$ cat config.mk
export PLATFORM = sky130hd
export DESIGN_NAME = pipeline_hazard_ctrl_flat
export DESIGN_NICKNAME = d
export VERILOG_FILES = /design/src/rtl/pipeline_hazard_ctrl_pkg.sv /design/src/rtl/pipeline_hazard_ctrl_if.sv /design/src/rtl/pipeline_hazard_ctrl_sat_counter.sv /design/src/rtl/pipeline_hazard_ctrl.sv /design/src/flat_wrapper.sv
export SDC_FILE = /design/constraint.sdc
export NUM_CORES = 1
export LEC_CHECK = 0
export BUFFER_PORTS_ARGS = -buffer_cell sky130_fd_sc_hd__buf_4
export CORE_MARGIN = 4
export CORE_UTILIZATION = 40
export DETAILED_ROUTE_END_ITERATION = 8
export SLEW_MARGIN = 5
export SYNTH_ARGS = -nofsm -noshare
export SYNTH_HDL_FRONTEND = slang
export SYNTH_SLANG_ARGS = --single-unit
$ cat constraint.sdc
create_clock -name clk -period 2.3 [get_ports clk]
set_input_delay 0.115 -clock clk [delete_from_list [all_inputs] [get_ports clk]]
set_output_delay 0.115 -clock clk [all_outputs]
set_load 0.03 [all_outputs]
$ cat src/rtl/pipeline_hazard_ctrl_pkg.sv
// Shared types for the pipeline hazard controller: sequencer state and register indices.
package pipeline_hazard_ctrl_pkg;

  typedef enum logic {
    RUN  = 1'b0,
    WAIT = 1'b1
  } state_e;

  typedef logic [3:0] reg_idx_t;

  // A source conflicts with a producer only when the producer actually writes back.
  function automatic logic src_hit(input reg_idx_t src, input reg_idx_t dest, input logic wb_en);
    return wb_en && (src == dest);
  endfunction

endpackage

$ cat src/rtl/pipeline_hazard_ctrl_if.sv
// Pipeline-side signal bundle for the hazard controller; master = pipeline, slave = controller.
interface pipeline_hazard_ctrl_if #(
  parameter int unsigned CNT_W = 16
) ();
  import pipeline_hazard_ctrl_pkg::*;

  logic             forward_en;
  logic             id_valid;
  reg_idx_t         src1;
  reg_idx_t         src2;
  logic             two_src;
  reg_idx_t         exe_dest;
  logic             exe_wb_en;
  logic             exe_mem_r_en;
  reg_idx_t         mem_dest;
  logic             mem_wb_en;
  logic             branch_taken;
  logic             mem_req;
  logic             mem_ready;
  logic             hazard_stall;
  logic             flush;
  logic             freeze;
  logic             mem_err;
  logic [CNT_W-1:0] stall_cnt;
  logic [CNT_W-1:0] flush_cnt;
  logic [CNT_W-1:0] freeze_cnt;

  modport master (
    output forward_en, id_valid, src1, src2, two_src, exe_dest, exe_wb_en, exe_mem_r_en,
           mem_dest, mem_wb_en, branch_taken, mem_req, mem_ready,
    input  hazard_stall, flush, freeze, mem_err, stall_cnt, flush_cnt, freeze_cnt
  );

  modport slave (
    input  forward_en, id_valid, src1, src2, two_src, exe_dest, exe_wb_en, exe_mem_r_en,
           mem_dest, mem_wb_en, branch_taken, mem_req, mem_ready,
    output hazard_stall, flush, freeze, mem_err, stall_cnt, flush_cnt, freeze_cnt
  );

endinterface

$ cat src/rtl/pipeline_hazard_ctrl_sat_counter.sv
// Event counter that sticks at all-ones instead of wrapping.
module sat_counter #(
  parameter int unsigned CNT_W = 16
) (
  input  logic             clk,
  input  logic             rst,
  input  logic             en,
  output logic [CNT_W-1:0] count
);

  logic [CNT_W-1:0] count_q;
  logic [CNT_W-1:0] count_d;

  always_comb begin
    count_d = count_q;
    if (en && (count_q != '1)) begin
      count_d = count_q + 1'b1;
    end
  end

  always_ff @(posedge clk or negedge rst) begin
    if (!rst) begin
      count_q <= '0;
    end else begin
      count_q <= count_d;
    end
  end

  assign count = count_q;

endmodule

$ cat src/rtl/pipeline_hazard_ctrl.sv
// Stall/flush/freeze sequencer for the 5-stage pipeline with saturating event counters.
module pipeline_hazard_ctrl
  import pipeline_hazard_ctrl_pkg::*;
#(
  parameter int unsigned TIMEOUT = 64,
  parameter int unsigned CNT_W   = 16
) (
  input  logic                  clk,
  input  logic                  rst,
  pipeline_hazard_ctrl_if.slave bus
);

  localparam int unsigned WC_W = $clog2(TIMEOUT + 1);
  localparam logic [WC_W-1:0] WC_LIMIT = WC_W'(TIMEOUT);

  state_e          state_q, state_d;
  logic [WC_W-1:0] wait_cnt_q, wait_cnt_d;
  logic            mem_err_q, mem_err_d;
  logic            pend_flush_q, pend_flush_d;

  logic raw1, raw2, ld1, ld2, haz;
  logic freeze, flush, hazard_stall;

  // Hazard detection: load-use only when forwarding covers the rest.
  always_comb begin
    raw1 = bus.id_valid && (src_hit(bus.src1, bus.exe_dest, bus.exe_wb_en) ||
                            src_hit(bus.src1, bus.mem_dest, bus.mem_wb_en));
    raw2 = bus.id_valid && bus.two_src &&
           (src_hit(bus.src2, bus.exe_dest, bus.exe_wb_en) ||
            src_hit(bus.src2, bus.mem_dest, bus.mem_wb_en));
    ld1  = bus.id_valid && bus.exe_mem_r_en && src_hit(bus.src1, bus.exe_dest, bus.exe_wb_en);
    ld2  = bus.id_valid && bus.two_src && bus.exe_mem_r_en &&
           src_hit(bus.src2, bus.exe_dest, bus.exe_wb_en);
    haz  = bus.forward_en ? (ld1 || ld2) : (raw1 || raw2);
  end

  always_ff @(posedge clk or negedge rst) begin
    if (!rst) begin
      state_q      <= RUN;
      wait_cnt_q   <= '0;
      mem_err_q    <= 1'b0;
      pend_flush_q <= 1'b0;
    end else begin
      state_q      <= state_d;
      wait_cnt_q   <= wait_cnt_d;
      mem_err_q    <= mem_err_d;
      pend_flush_q <= pend_flush_d;
    end
  end

  always_comb begin
    state_d    = state_q;
    wait_cnt_d = wait_cnt_q;
    mem_err_d  = mem_err_q;
    unique case (state_q)
      RUN: begin
        if (bus.mem_req && !bus.mem_ready) begin
          state_d    = WAIT;
          wait_cnt_d = WC_W'(1);
        end
      end
      WAIT: begin
        if (bus.mem_ready) begin
          state_d    = RUN;
          wait_cnt_d = '0;
        end else if (wait_cnt_q == WC_LIMIT) begin
          state_d    = RUN;
          wait_cnt_d = '0;
          mem_err_d  = 1'b1;
        end else begin
          wait_cnt_d = wait_cnt_q + 1'b1;
        end
      end
      default: begin
        state_d    = RUN;
        wait_cnt_d = '0;
      end
    endcase
  end

  // Freeze dominates; a branch seen while frozen is replayed as one flush on release.
  always_comb begin
    freeze = 1'b0;
    unique case (state_q)
      RUN:     freeze = bus.mem_req && !bus.mem_ready;
      WAIT:    freeze = !bus.mem_ready && (wait_cnt_q != WC_LIMIT);
      default: freeze = 1'b0;
    endcase
    flush        = !freeze && (bus.branch_taken || pend_flush_q);
    hazard_stall = !freeze && !flush && haz;
    pend_flush_d = freeze && (pend_flush_q || bus.branch_taken);
  end

  logic [CNT_W-1:0] stall_cnt, flush_cnt, freeze_cnt;

  sat_counter #(.CNT_W(CNT_W)) u_stall_cnt (
    .clk   (clk),
    .rst   (rst),
    .en    (hazard_stall),
    .count (stall_cnt)
  );

  sat_counter #(.CNT_W(CNT_W)) u_flush_cnt (
    .clk   (clk),
    .rst   (rst),
    .en    (flush),
    .count (flush_cnt)
  );

  sat_counter #(.CNT_W(CNT_W)) u_freeze_cnt (
    .clk   (clk),
    .rst   (rst),
    .en    (freeze),
    .count (freeze_cnt)
  );

  // Combinational outputs are masked so reset silences them without waiting for a clock.
  assign bus.freeze       = freeze && rst;
  assign bus.flush        = flush && rst;
  assign bus.hazard_stall = hazard_stall && rst;
  assign bus.mem_err      = mem_err_q;
  assign bus.stall_cnt    = stall_cnt;
  assign bus.flush_cnt    = flush_cnt;
  assign bus.freeze_cnt   = freeze_cnt;

endmodule

$ cat src/flat_wrapper.sv
// flat-port wrapper written by rule: the top's interface ports become plain ports
module pipeline_hazard_ctrl_flat import pipeline_hazard_ctrl_pkg::*;
#(
  parameter int unsigned TIMEOUT = 64,
  parameter int unsigned CNT_W   = 16
)
  (clk, rst, bus_forward_en, bus_id_valid, bus_src1, bus_src2, bus_two_src, bus_exe_dest, bus_exe_wb_en, bus_exe_mem_r_en, bus_mem_dest, bus_mem_wb_en, bus_branch_taken, bus_mem_req, bus_mem_ready, bus_hazard_stall, bus_flush, bus_freeze, bus_mem_err, bus_stall_cnt, bus_flush_cnt, bus_freeze_cnt);
  pipeline_hazard_ctrl_if #(.CNT_W(CNT_W)) bus_i ();
  input  logic clk;
  input  logic rst;
  input wire logic [$bits(bus_i.forward_en)-1:0] bus_forward_en;
  input wire logic [$bits(bus_i.id_valid)-1:0] bus_id_valid;
  input wire logic [$bits(bus_i.src1)-1:0] bus_src1;
  input wire logic [$bits(bus_i.src2)-1:0] bus_src2;
  input wire logic [$bits(bus_i.two_src)-1:0] bus_two_src;
  input wire logic [$bits(bus_i.exe_dest)-1:0] bus_exe_dest;
  input wire logic [$bits(bus_i.exe_wb_en)-1:0] bus_exe_wb_en;
  input wire logic [$bits(bus_i.exe_mem_r_en)-1:0] bus_exe_mem_r_en;
  input wire logic [$bits(bus_i.mem_dest)-1:0] bus_mem_dest;
  input wire logic [$bits(bus_i.mem_wb_en)-1:0] bus_mem_wb_en;
  input wire logic [$bits(bus_i.branch_taken)-1:0] bus_branch_taken;
  input wire logic [$bits(bus_i.mem_req)-1:0] bus_mem_req;
  input wire logic [$bits(bus_i.mem_ready)-1:0] bus_mem_ready;
  output wire logic [$bits(bus_i.hazard_stall)-1:0] bus_hazard_stall;
  output wire logic [$bits(bus_i.flush)-1:0] bus_flush;
  output wire logic [$bits(bus_i.freeze)-1:0] bus_freeze;
  output wire logic [$bits(bus_i.mem_err)-1:0] bus_mem_err;
  output wire logic [$bits(bus_i.stall_cnt)-1:0] bus_stall_cnt;
  output wire logic [$bits(bus_i.flush_cnt)-1:0] bus_flush_cnt;
  output wire logic [$bits(bus_i.freeze_cnt)-1:0] bus_freeze_cnt;
  assign bus_i.forward_en = bus_forward_en;
  assign bus_i.id_valid = bus_id_valid;
  assign bus_i.src1 = bus_src1;
  assign bus_i.src2 = bus_src2;
  assign bus_i.two_src = bus_two_src;
  assign bus_i.exe_dest = bus_exe_dest;
  assign bus_i.exe_wb_en = bus_exe_wb_en;
  assign bus_i.exe_mem_r_en = bus_exe_mem_r_en;
  assign bus_i.mem_dest = bus_mem_dest;
  assign bus_i.mem_wb_en = bus_mem_wb_en;
  assign bus_i.branch_taken = bus_branch_taken;
  assign bus_i.mem_req = bus_mem_req;
  assign bus_i.mem_ready = bus_mem_ready;
  assign bus_hazard_stall = bus_i.hazard_stall;
  assign bus_flush = bus_i.flush;
  assign bus_freeze = bus_i.freeze;
  assign bus_mem_err = bus_i.mem_err;
  assign bus_stall_cnt = bus_i.stall_cnt;
  assign bus_flush_cnt = bus_i.flush_cnt;
  assign bus_freeze_cnt = bus_i.freeze_cnt;
  pipeline_hazard_ctrl #(.TIMEOUT(TIMEOUT), .CNT_W(CNT_W)) u_core (.clk(clk), .rst(rst), .bus(bus_i));
endmodule
==> results of run 1 <==
==> worst min-delay path, cell delays in order <==
cell	delay (ns)
buf_4	0.08
nor2_1	0.09
nor2_1	0.10
==> per-layer routing <==
metal,track usage (%),wire length [microns],vias to the layer above
li1,-,-,1173
met1,20.0,3030,1171
met2,25.2,3170,44
met3,2.96,228,11
met4,6.86,137,0
met5,0,0,-
==> synth_stat cells (all sizes together) <==
| cell type | instances | area share, % |
|---|---|---|
| a311o | 1 | 0.38 |
| and2 | 7 | 1.7 |
| nand3 | 17 | 2.9 |
| nor4 | 3 | 1.1 |
| buf | 2 | 0.42 |
| or4b | 1 | 0.34 |
| a31o | 1 | 0.29 |
| ha | 5 | 2.1 |
| and2b | 1 | 0.25 |
| a21oi | 3 | 0.50 |
| mux2 | 5 | 1.9 |
| and4 | 9 | 2.6 |
| nand4 | 21 | 4.4 |
| a21boi | 2 | 0.88 |
| nor2b | 2 | 0.42 |
| dfrtp | 58 | 49 |
| nor3b | 2 | 0.50 |
| nand2b | 1 | 0.21 |
| nor3 | 5 | 0.84 |
| nor2 | 13 | 1.6 |
| xnor2 | 37 | 11 |
| inv | 9 | 1.1 |
| a22o | 1 | 0.29 |
| a31oi | 4 | 1.1 |
| o22ai | 2 | 0.42 |
| xor2 | 22 | 6.5 |
| and3 | 13 | 2.9 |
| o21ai | 7 | 1.2 |
| o31ai | 1 | 0.25 |
| nand2 | 22 | 2.8 |
| a211oi | 1 | 0.42 |
==> cells in the final DEF, fill, tap and decap left out, types with 2 or more instances in the layout <==
master	instances
a21oi_1	3
a31oi_1	3
and2_1	4
and2_4	3
and3_1	12
and4_1	9
buf_4	83
clkbuf_8	11
clkinv_2	3
dfrtp_1	58
dlygate4sd3_1	2
ha_1	5
inv_1	8
mux2_2	4
nand2_1	22
nand3_1	17
nand4_1	21
nor2_1	13
nor2b_1	2
nor3_1	5
nor3b_1	2
nor4_1	2
o21ai_0	7
o22ai_1	2
xnor2_1	37
xor2_1	22
==> layout make-up <==
class                   instances  area [sq um]  share of cell area [%]
well taps                      99           124                    3.18
repair buffers                 85           643                    16.5
flip-flops and latches         58          1450                    37.2
clock inverters                 3          15.0                   0.385
inverters                       9          33.8                   0.866
clock buffers                  12           155                    3.98
multi-input cells             209          1480                    37.9
==> report_power, final <==
group	total, mW	switching [mW]	internal [mW]	leakage [nW]
clock	0.818	0.380	0.438	0.0920
sequential	1.30	0.161	1.14	0.767
combinational	0.781	0.450	0.332	1.01
total	2.90	0.990	1.91	1.87
==> sequential cells by signal (all words and copies together) (netlist names) <==
name and count:
u_core.bus.mem_err 1, u_core.u_freeze_cnt.count 16, u_core.wait_cnt_q 7, u_core.state_q 1
u_core.u_stall_cnt.count 16, u_core.u_flush_cnt.count 16, u_core.pend_flush_q 1
==> timing repair <==
item                                    in CTS  in global routing
endpoints found under the setup margin       0                  2
hold endpoints to repair                    32                  0
hold buffers                                 2                  0
setup buffers                                0                  1
==> cells by family after synthesis <==
kind of cell / after synthesis / synth area share (%)
compound gates: 23 / 5.67
xor+xnor: 59 / 17.4
fa+ha+maj: 5 / 2.10
buf+inv: 11 / 1.56
flops: 58 / 48.8
mux: 5 / 1.89
simple gates: 117 / 22.7
==> how the worst max path moves through the flow <==
stage	from	end	slack [ns]	cells after the start
2_1_floorplan	u_core.wait_cnt_q[0]	u_core.u_freeze_cnt.count[10]	0.22	8
3_3_place_gp	u_core.wait_cnt_q[0]	u_core.u_stall_cnt.count[1]	0.14	8
3_5_place_dp	u_core.wait_cnt_q[0]	u_core.u_stall_cnt.count[1]	0.08	8
4_1_cts	u_core.wait_cnt_q[0]	bus_hazard_stall	0.03	7
5_1_grt	u_core.wait_cnt_q[0]	bus_hazard_stall	0.01	7
6_report	u_core.wait_cnt_q[0]	bus_hazard_stall	0.09	7
==> metrics.cfg, run 1 <==
[place]
place_inst = 457
placedInstanceArea_sq_um = 3700
place.gp.congestion = 0.797
dp_hpwl_mm = 4.90
pre_cts_slack_ns = 0.0807
io_buffers = 78

[finish]
stdcell_area_sq_um = 3900
nets = 404
drive_gt1_share_pct = 30.1
final_util_pct = 53.8
area_growth_pct = 31.1
antennaDiodeCount = 0
finalNonFillerCells = 475
filler_cell_count = 674

[global_route]
antenna_found_initial = 0
grtUsageTotal_pct = 15.5
grt_pass1_vias = 2354
grt_pass1_wl_mm = 10.9
grt_overflow = 0
grt_max_degree = 36

[floorplan]
core_sq_um = 7250
start_util_pct = 41.0
die_w_microns = 94.3
rows = 31
dieHeight_microns = 94.3
die_area_sq_um = 8890
io_pins = 79

[timing]
relSlewSlack_pct = 67.3
min_period_over_period_pct = 95.9
tns_ns = 0
setup_ws_ns = 0.0944
rsz0062_at_grt = false
finalClockSkew_ns = 0.00573
tightest_slew_ns = 0.490
timing.hold.ws_ns = 0.105
drv_slew = 0
finalSetupViolCount = 0
max_freq_mhz = 453
min_period_ns = 2.21
hold_violations = 0

[power_and_ir_drop]
p_leak_nw = 1.87
p_per_area_nw_per_um2 = 744
power_mw = 2.90
ir_drop_uv = 527

[clock_tree]
cts-root-buf = clkbuf_8
cts.sinks = 58
insertion_delay_ns = 0.33
post_cts_resized = 0
htreeDepth = 3
clk_pin_slew_ns = 0.06
numCtsBuffers = 9
cts_tree = built
clock_path_buffers = 2

[detailed_routing]
wl_per_cell_microns = 13.8
drt_iter0_drc = 81
route.detailed.drc = 0
via_per_inst = 5.05
first_pass_iters = 6
wirelength_mm = 6.57
drtAntennaViolNets = 0
via_count = 2399

[logic_synthesis]
synthesis.nets = 310
synth_seq_area_share_pct = 48.8
avgSynthCellArea_sq_um = 10.7
yosysWarnings = 0
synth_cell_types = 39
ys_seq_elements = 58
synth_area_sq_um = 2980
synth_cells = 278

[setup_path]
critPathKind = reg2out
worst_path_max_delay_cell = a311o_2
reg2regPathDepth = 9
cp.arrival_ns = 2.09
cp.buffers_inverters = 2
critPathMaxStageDelay_ns = 0.39
crit_fanout = 5
critPathRequiredTime_ns = 2.18
endpoint_kind = output pin
cp-start-kind = register
r2r_start = u_core.wait_cnt_q[0]
path_delay_family = simple AND/OR/NAND/NOR gates
r2r_setup_slack_ns = 0.12
worstPathCellList = inv_1 -> ha_1 -> and2_1 -> a311o_2 -> and3_4 -> and3_1 -> buf_4
r2r_end = u_core.u_stall_cnt.count[7]

[hold_path]
hold_depth = 3
hold_start = bus_branch_taken
min_to = u_core.pend_flush_q
hp-class = in2reg

[status]
status = complete, no violations

[flow_run]
drv_cap = 0

Power figures use the tool's default switching activity.
==> run 2: changes to the inputs <==
--- a/config.mk
+++ b/config.mk
@@ -6,9 +6,12 @@
 export NUM_CORES = 1
 export LEC_CHECK = 0
 export BUFFER_PORTS_ARGS = -buffer_cell sky130_fd_sc_hd__buf_4
-export CORE_MARGIN = 4
+export CELL_PAD_IN_SITES_DETAIL_PLACEMENT = 0
+export CELL_PAD_IN_SITES_GLOBAL_PLACEMENT = 1
 export CORE_UTILIZATION = 40
+export CTS_CLUSTER_SIZE = 30
 export DETAILED_ROUTE_END_ITERATION = 8
+export PLACE_DENSITY_LB_ADDON = 0.1
 export SLEW_MARGIN = 5
 export SYNTH_ARGS = -nofsm -noshare
 export SYNTH_HDL_FRONTEND = slang
==> metrics.cfg, run 2 (synthesized netlist as in run 1, its figures left out) <==
[detailed_routing]
first_pass_iters = 5  ; -1
wirelength_mm = 6.43  ; -2.1%
drt_iter0_drc = 77  ; -4.9%
drtAntennaViolNets = 0  ; unchanged
via_count = 2346  ; -2.2%
wl_per_cell_microns = 13.3  ; -3.6%
route.detailed.drc = 0  ; unchanged
via_per_inst = 4.87  ; -3.6%

[clock_tree]
post_cts_resized = 0  ; unchanged
clk_pin_slew_ns = 0.06  ; about the same
clock_path_buffers = 2  ; unchanged
cts.sinks = 58  ; unchanged
insertion_delay_ns = 0.32  ; about the same
numCtsBuffers = 9  ; unchanged
cts_tree = built
htreeDepth = 3  ; unchanged
cts-root-buf = clkbuf_8

[timing]
tightest_slew_ns = 0.641  ; +0.151 ns
finalClockSkew_ns = 0.0120  ; +0.00624 ns
min_period_ns = 2.21  ; +0.00884 ns
relSlewSlack_pct = 57.3  ; -10 points
rsz0062_at_grt = false
hold_violations = 0  ; unchanged
drv_slew = 0  ; unchanged
min_period_over_period_pct = 96.3  ; +0.38 points
tns_ns = 0  ; unchanged
max_freq_mhz = 452  ; -0.40%
finalSetupViolCount = 0  ; unchanged

[hold_path]
hold_start = bus_branch_taken
min_to = u_core.pend_flush_q
hp-class = in2reg
hold_depth = 4  ; +1

[finish]
area_growth_pct = 33.3
stdcell_area_sq_um = 3970  ; +1.7%
most-common-layout-cells = buf_4, dfrtp_1, xnor2_1
drive_gt1_share_pct = 31.1  ; +1.0 points
nets = 411  ; +1.7%
final_common_cell = buf_4
antennaDiodeCount = 0  ; unchanged

[setup_path]
reg2regPathDepth = 9  ; unchanged
cp-start-kind = register
critPathRequiredTime_ns = 2.18  ; about the same
r2r_start = u_core.wait_cnt_q[1]
critPathMaxStageDelay_ns = 0.43  ; +0.04 ns
endpoint_kind = output pin
worstPathCellList = inv_1 -> ha_1 -> and2_1 -> a311o_2 -> and3_4 -> and3_1 -> buf_4
r2r_setup_slack_ns = 0.12  ; about the same
cp.arrival_ns = 2.10  ; about the same
critPathKind = reg2out
crit_fanout = 5  ; unchanged
worst_path_max_delay_cell = a311o_2
r2r_end = u_core.u_stall_cnt.count[7]

[floorplan]
die_area_sq_um = 7790  ; -12%
rows = 31  ; unchanged
io_pins = 79  ; unchanged
core_sq_um = 7210  ; -0.53%
die_w_microns = 88.3  ; -6.4%
dieHeight_microns = 88.3  ; -6.4%
start_util_pct = 41.3  ; +0.22 points

[global_route]
grt_overflow = 0  ; unchanged
grt_max_degree = 36  ; unchanged
grt_pass1_wl_mm = 10.8  ; -0.88%
grtUsageTotal_pct = 18.0  ; +2.5 points
antenna_found_initial = 0  ; unchanged
grt_pass1_vias = 2346  ; -0.34%

[power_and_ir_drop]
p_per_area_nw_per_um2 = 759  ; +1.9%
ir_drop_uv = 644  ; +22%
p_leak_nw = 1.91  ; +2.2%
power_mw = 3.01  ; +3.7%

[place]
dp_hpwl_mm = 4.68  ; -4.6%
place.gp.congestion = 0.737  ; -7.5%
io_buffers = 78  ; unchanged
placedInstanceArea_sq_um = 3720  ; +0.41%

[status]
status = complete, no violations

[flow_run]
drv_cap = 0  ; unchanged

## run 2: changes by cell type in the layout (fill, tap and decap cells not counted)
| cell | before | now |
|---|---|---|
| buf_4 | 83 | 90 |
| bufinv_16 | 0 | 1 |
| clkbuf_1 | 1 | 2 |
| clkbuf_8 | 11 | 10 |
| clkinv_2 | 3 | 2 |
## run 2: repair_timing
item                                    in CTS  in global routing
endpoints found under the setup margin       0                  2
hold endpoints to repair                    24                  0
buffers inserted                             0                  6
hold buffers                                 2                  0
## run 2: through the flow
stage          util, %  instances  worst slack (ns)  hold slack [ns]
3_5_place_dp      51.5        459            0.0733           0.0418
4_1_cts           54.4        476            0.0467            0.152
3_3_place_gp      51.5        459             0.118           0.0442
5_1_grt           55.0        482            0.0176            0.164
6_report          55.0        482            0.0856            0.159
2_1_floorplan        -        278             0.216           -0.181
## run 2: worst max-delay path by stage
stage	cells past startpoint	start	to
after floorplan	8	u_core.wait_cnt_q[0]	u_core.u_freeze_cnt.count[10]
after CTS	7	u_core.wait_cnt_q[1]	bus_hazard_stall
after detailed placement	6	u_core.wait_cnt_q[3]	u_core.u_stall_cnt.count[1]
after global placement	6	u_core.wait_cnt_q[3]	u_core.u_stall_cnt.count[1]
after global routing	7	u_core.wait_cnt_q[1]	bus_hazard_stall
final	7	u_core.wait_cnt_q[1]	bus_hazard_stall
## run 2: worst max-delay path: cells and delay by family, from the launching register on
family	cells	cell delay, ns
fa+ha+maj	1	0.17
compound gates	1	0.43
simple gates	3	0.56
flops	1	0.39
buf+inv	2	0.23
## run 2: per-layer routing
| layer | up-vias | global-route usage [%] | routed length, microns |
|---|---|---|---|
| met3 | 5 | 4.48 | 338 |
| li1 | 1187 | - | - |
| met1 | 1106 | 23.5 | 3020 |
| met4 | 0 | 7.48 | 68 |
| met2 | 48 | 28.7 | 3000 |
| met5 | - | 0 | 0 |
## run 2: power by group
group / internal (mW) / switching [mW] / total (mW)
Sequential: 1.14 / 0.164 / 1.31
Clock: 0.521 / 0.378 / 0.899
Combinational: 0.348 / 0.456 / 0.804
## run 2: cell type report
| type | count | area [sq um] |
|---|---|---|
| repair buffers | 92 | 696 |
| clock inverters | 3 | 40.0 |
| clock buffers | 12 | 145 |
| inverters | 9 | 33.8 |
| flip-flops and latches | 58 | 1450 |
| well taps | 99 | 124 |
| fillers | 678 | 3250 |
| multi-input cells | 209 | 1480 |
==> run 3: changes to the inputs <==
--- a/config.mk
+++ b/config.mk
@@ -12,6 +12,7 @@
 export CTS_CLUSTER_SIZE = 30
 export DETAILED_ROUTE_END_ITERATION = 8
 export PLACE_DENSITY_LB_ADDON = 0.1
+export RECOVER_POWER = 50
 export SLEW_MARGIN = 5
 export SYNTH_ARGS = -nofsm -noshare
 export SYNTH_HDL_FRONTEND = slang
==> metrics.cfg, run 3 (synthesized netlist as in run 1, its figures left out) <==
[flow_run]
drv_cap = 0  ; unchanged

[floorplan]
core_sq_um = 7210  ; unchanged
start_util_pct = 41.3  ; unchanged
rows = 31  ; unchanged
die_area_sq_um = 7790  ; unchanged
die_w_microns = 88.3  ; unchanged
dieHeight_microns = 88.3  ; unchanged
io_pins = 79  ; unchanged

[clock_tree]
htreeDepth = 3  ; unchanged
clock_path_buffers = 2  ; unchanged
post_cts_resized = 0  ; unchanged
cts_tree = built
clk_pin_slew_ns = 0.06  ; about the same
cts.sinks = 58  ; unchanged
cts-root-buf = clkbuf_8
numCtsBuffers = 9  ; unchanged
insertion_delay_ns = 0.32  ; about the same

[detailed_routing]
via_count = 2357  ; +0.47%
via_per_inst = 4.89  ; +0.47%
first_pass_iters = 4  ; -1
wirelength_mm = 6.42  ; -0.16%
drtAntennaViolNets = 0  ; unchanged
drt_iter0_drc = 90  ; +17%
wl_per_cell_microns = 13.3  ; -0.16%
route.detailed.drc = 0  ; unchanged

[timing]
drv_slew = 0  ; unchanged
min_period_over_period_pct = 96.1  ; -0.19 points
timing.hold.ws_ns = 0.161  ; +0.00219 ns
rsz0062_at_grt = false
tns_ns = 0  ; unchanged
tightest_slew_ns = 0.857  ; +0.216 ns
setup_ws_ns = 0.0901  ; +0.00445 ns
relSlewSlack_pct = 42.9  ; -14 points
finalSetupViolCount = 0  ; unchanged
hold_violations = 0  ; unchanged
min_period_ns = 2.21  ; -0.00445 ns
max_freq_mhz = 453  ; +0.20%
finalClockSkew_ns = 0.0123  ; +0.000290 ns

[global_route]
grt_overflow = 0  ; unchanged
antenna_found_initial = 0  ; unchanged
grt_max_degree = 36  ; unchanged
grt_pass1_wl_mm = 10.8  ; unchanged
grtUsageTotal_pct = 18.0  ; unchanged
grt_pass1_vias = 2346  ; unchanged

[hold_path]
hp-class = in2reg
hold_start = bus_branch_taken

[setup_path]
r2r_start = u_core.wait_cnt_q[1]
cp.arrival_ns = 2.09  ; about the same
endpoint_kind = output pin
critPathRequiredTime_ns = 2.18  ; about the same
cp-start-kind = register
critPathKind = reg2out
crit_fanout = 5  ; unchanged
startpoint = u_core.wait_cnt_q[1]

[finish]
filler_cell_count = 726  ; +7.1%
drive_gt1_share_pct = 18.8  ; -12 points
antennaDiodeCount = 0  ; unchanged
final_common_cell = dfrtp_1
stdcell_area_sq_um = 3790  ; -4.5%
multi_input_area_sq_um = 1480  ; unchanged
nets = 411  ; unchanged
most-common-layout-cells = dfrtp_1, clkbuf_1, buf_4
register_area_sq_um = 1450  ; unchanged
area_growth_pct = 27.3

[place]
placedInstanceArea_sq_um = 3720  ; unchanged
io_buffers = 78  ; unchanged
pre_cts_slack_ns = 0.0733  ; unchanged
place.gp.congestion = 0.737  ; unchanged
dp_hpwl_mm = 4.68  ; unchanged

[status]
status = complete, no violations

[power_and_ir_drop]
p_per_area_nw_per_um2 = 769  ; +1.4%
ir_drop_uv = 579  ; -10%
p_leak_nw = 1.72  ; -10%

## run 3: cell types whose count changed in the layout (fill, tap and decap cells not counted), sizes merged
cell	delta
buf	-48
clkbuf	+48
## run 3: per-stage QoR
stage                     power [mW]  cells  util, %
final                           2.92    482     52.5
after global routing            3.07    482     52.5
after CTS                       3.02    476     54.4
after detailed placement        2.11    459     51.5
after global placement          2.10    459     51.5
after floorplan                 1.77    278        -
## run 3: final timing paths
| check | end | slack (ns) | cells after the start |
|---|---|---|---|
| min | u_core.pend_flush_q | 0.16 | 4 |
| min in group asynchronous | u_core.wait_cnt_q[2] | 0.23 | 2 |
| max reg2reg | u_core.u_stall_cnt.count[7] | 0.12 | 9 |
| max in group asynchronous | u_core.u_freeze_cnt.count[14] | 0.93 | 3 |
| min reg2reg | u_core.u_stall_cnt.count[9] | 0.49 | 1 |
| max | bus_hazard_stall | 0.09 | 7 |
## run 3: routing by layer
| metal | part of all wire (%) | global-route usage, % | vias to the layer above | wire (microns) |
|---|---|---|---|---|
| li1 | - | - | 1187 | - |
| met1 | 48 | 23.5 | 1118 | 3050 |
| met3 | 4.8 | 4.48 | 6 | 309 |
| met5 | 0 | 0 | - | 0 |
| met4 | 1.1 | 7.48 | 0 | 68 |
| met2 | 47 | 28.7 | 46 | 2990 |
## run 3: area by class of cell
| type | instances | share of cell area (%) |
|---|---|---|
| clock buffer | 12 | 3.83 |
| clock inverter | 3 | 1.06 |
| inverter | 9 | 0.891 |
| multi-input combinational | 209 | 39.0 |
| sequential | 58 | 38.3 |
| tap | 99 | 3.27 |
| timing repair buffer | 92 | 13.6 |
## run 3: what timing repair did
action                     4_1_cts  5_1_grt
setup endpoints to repair        0        2
hold buffers                     2        0
setup buffers                    0        6
hold endpoints to repair        24        0
## run 3: power by group
group          switching [mW]  internal (mW)
clock network           0.373          0.521
registers               0.159           1.14
logic                   0.457          0.261
## run 3: worst max-delay path, stage by stage (launching register included)
cell and delay [ns]:
dfrtp_1 0.39, inv_1 0.06, ha_1 0.17, and2_1 0.16, a311o_2 0.43, and3_4 0.21, and3_1 0.19, buf_4 0.17
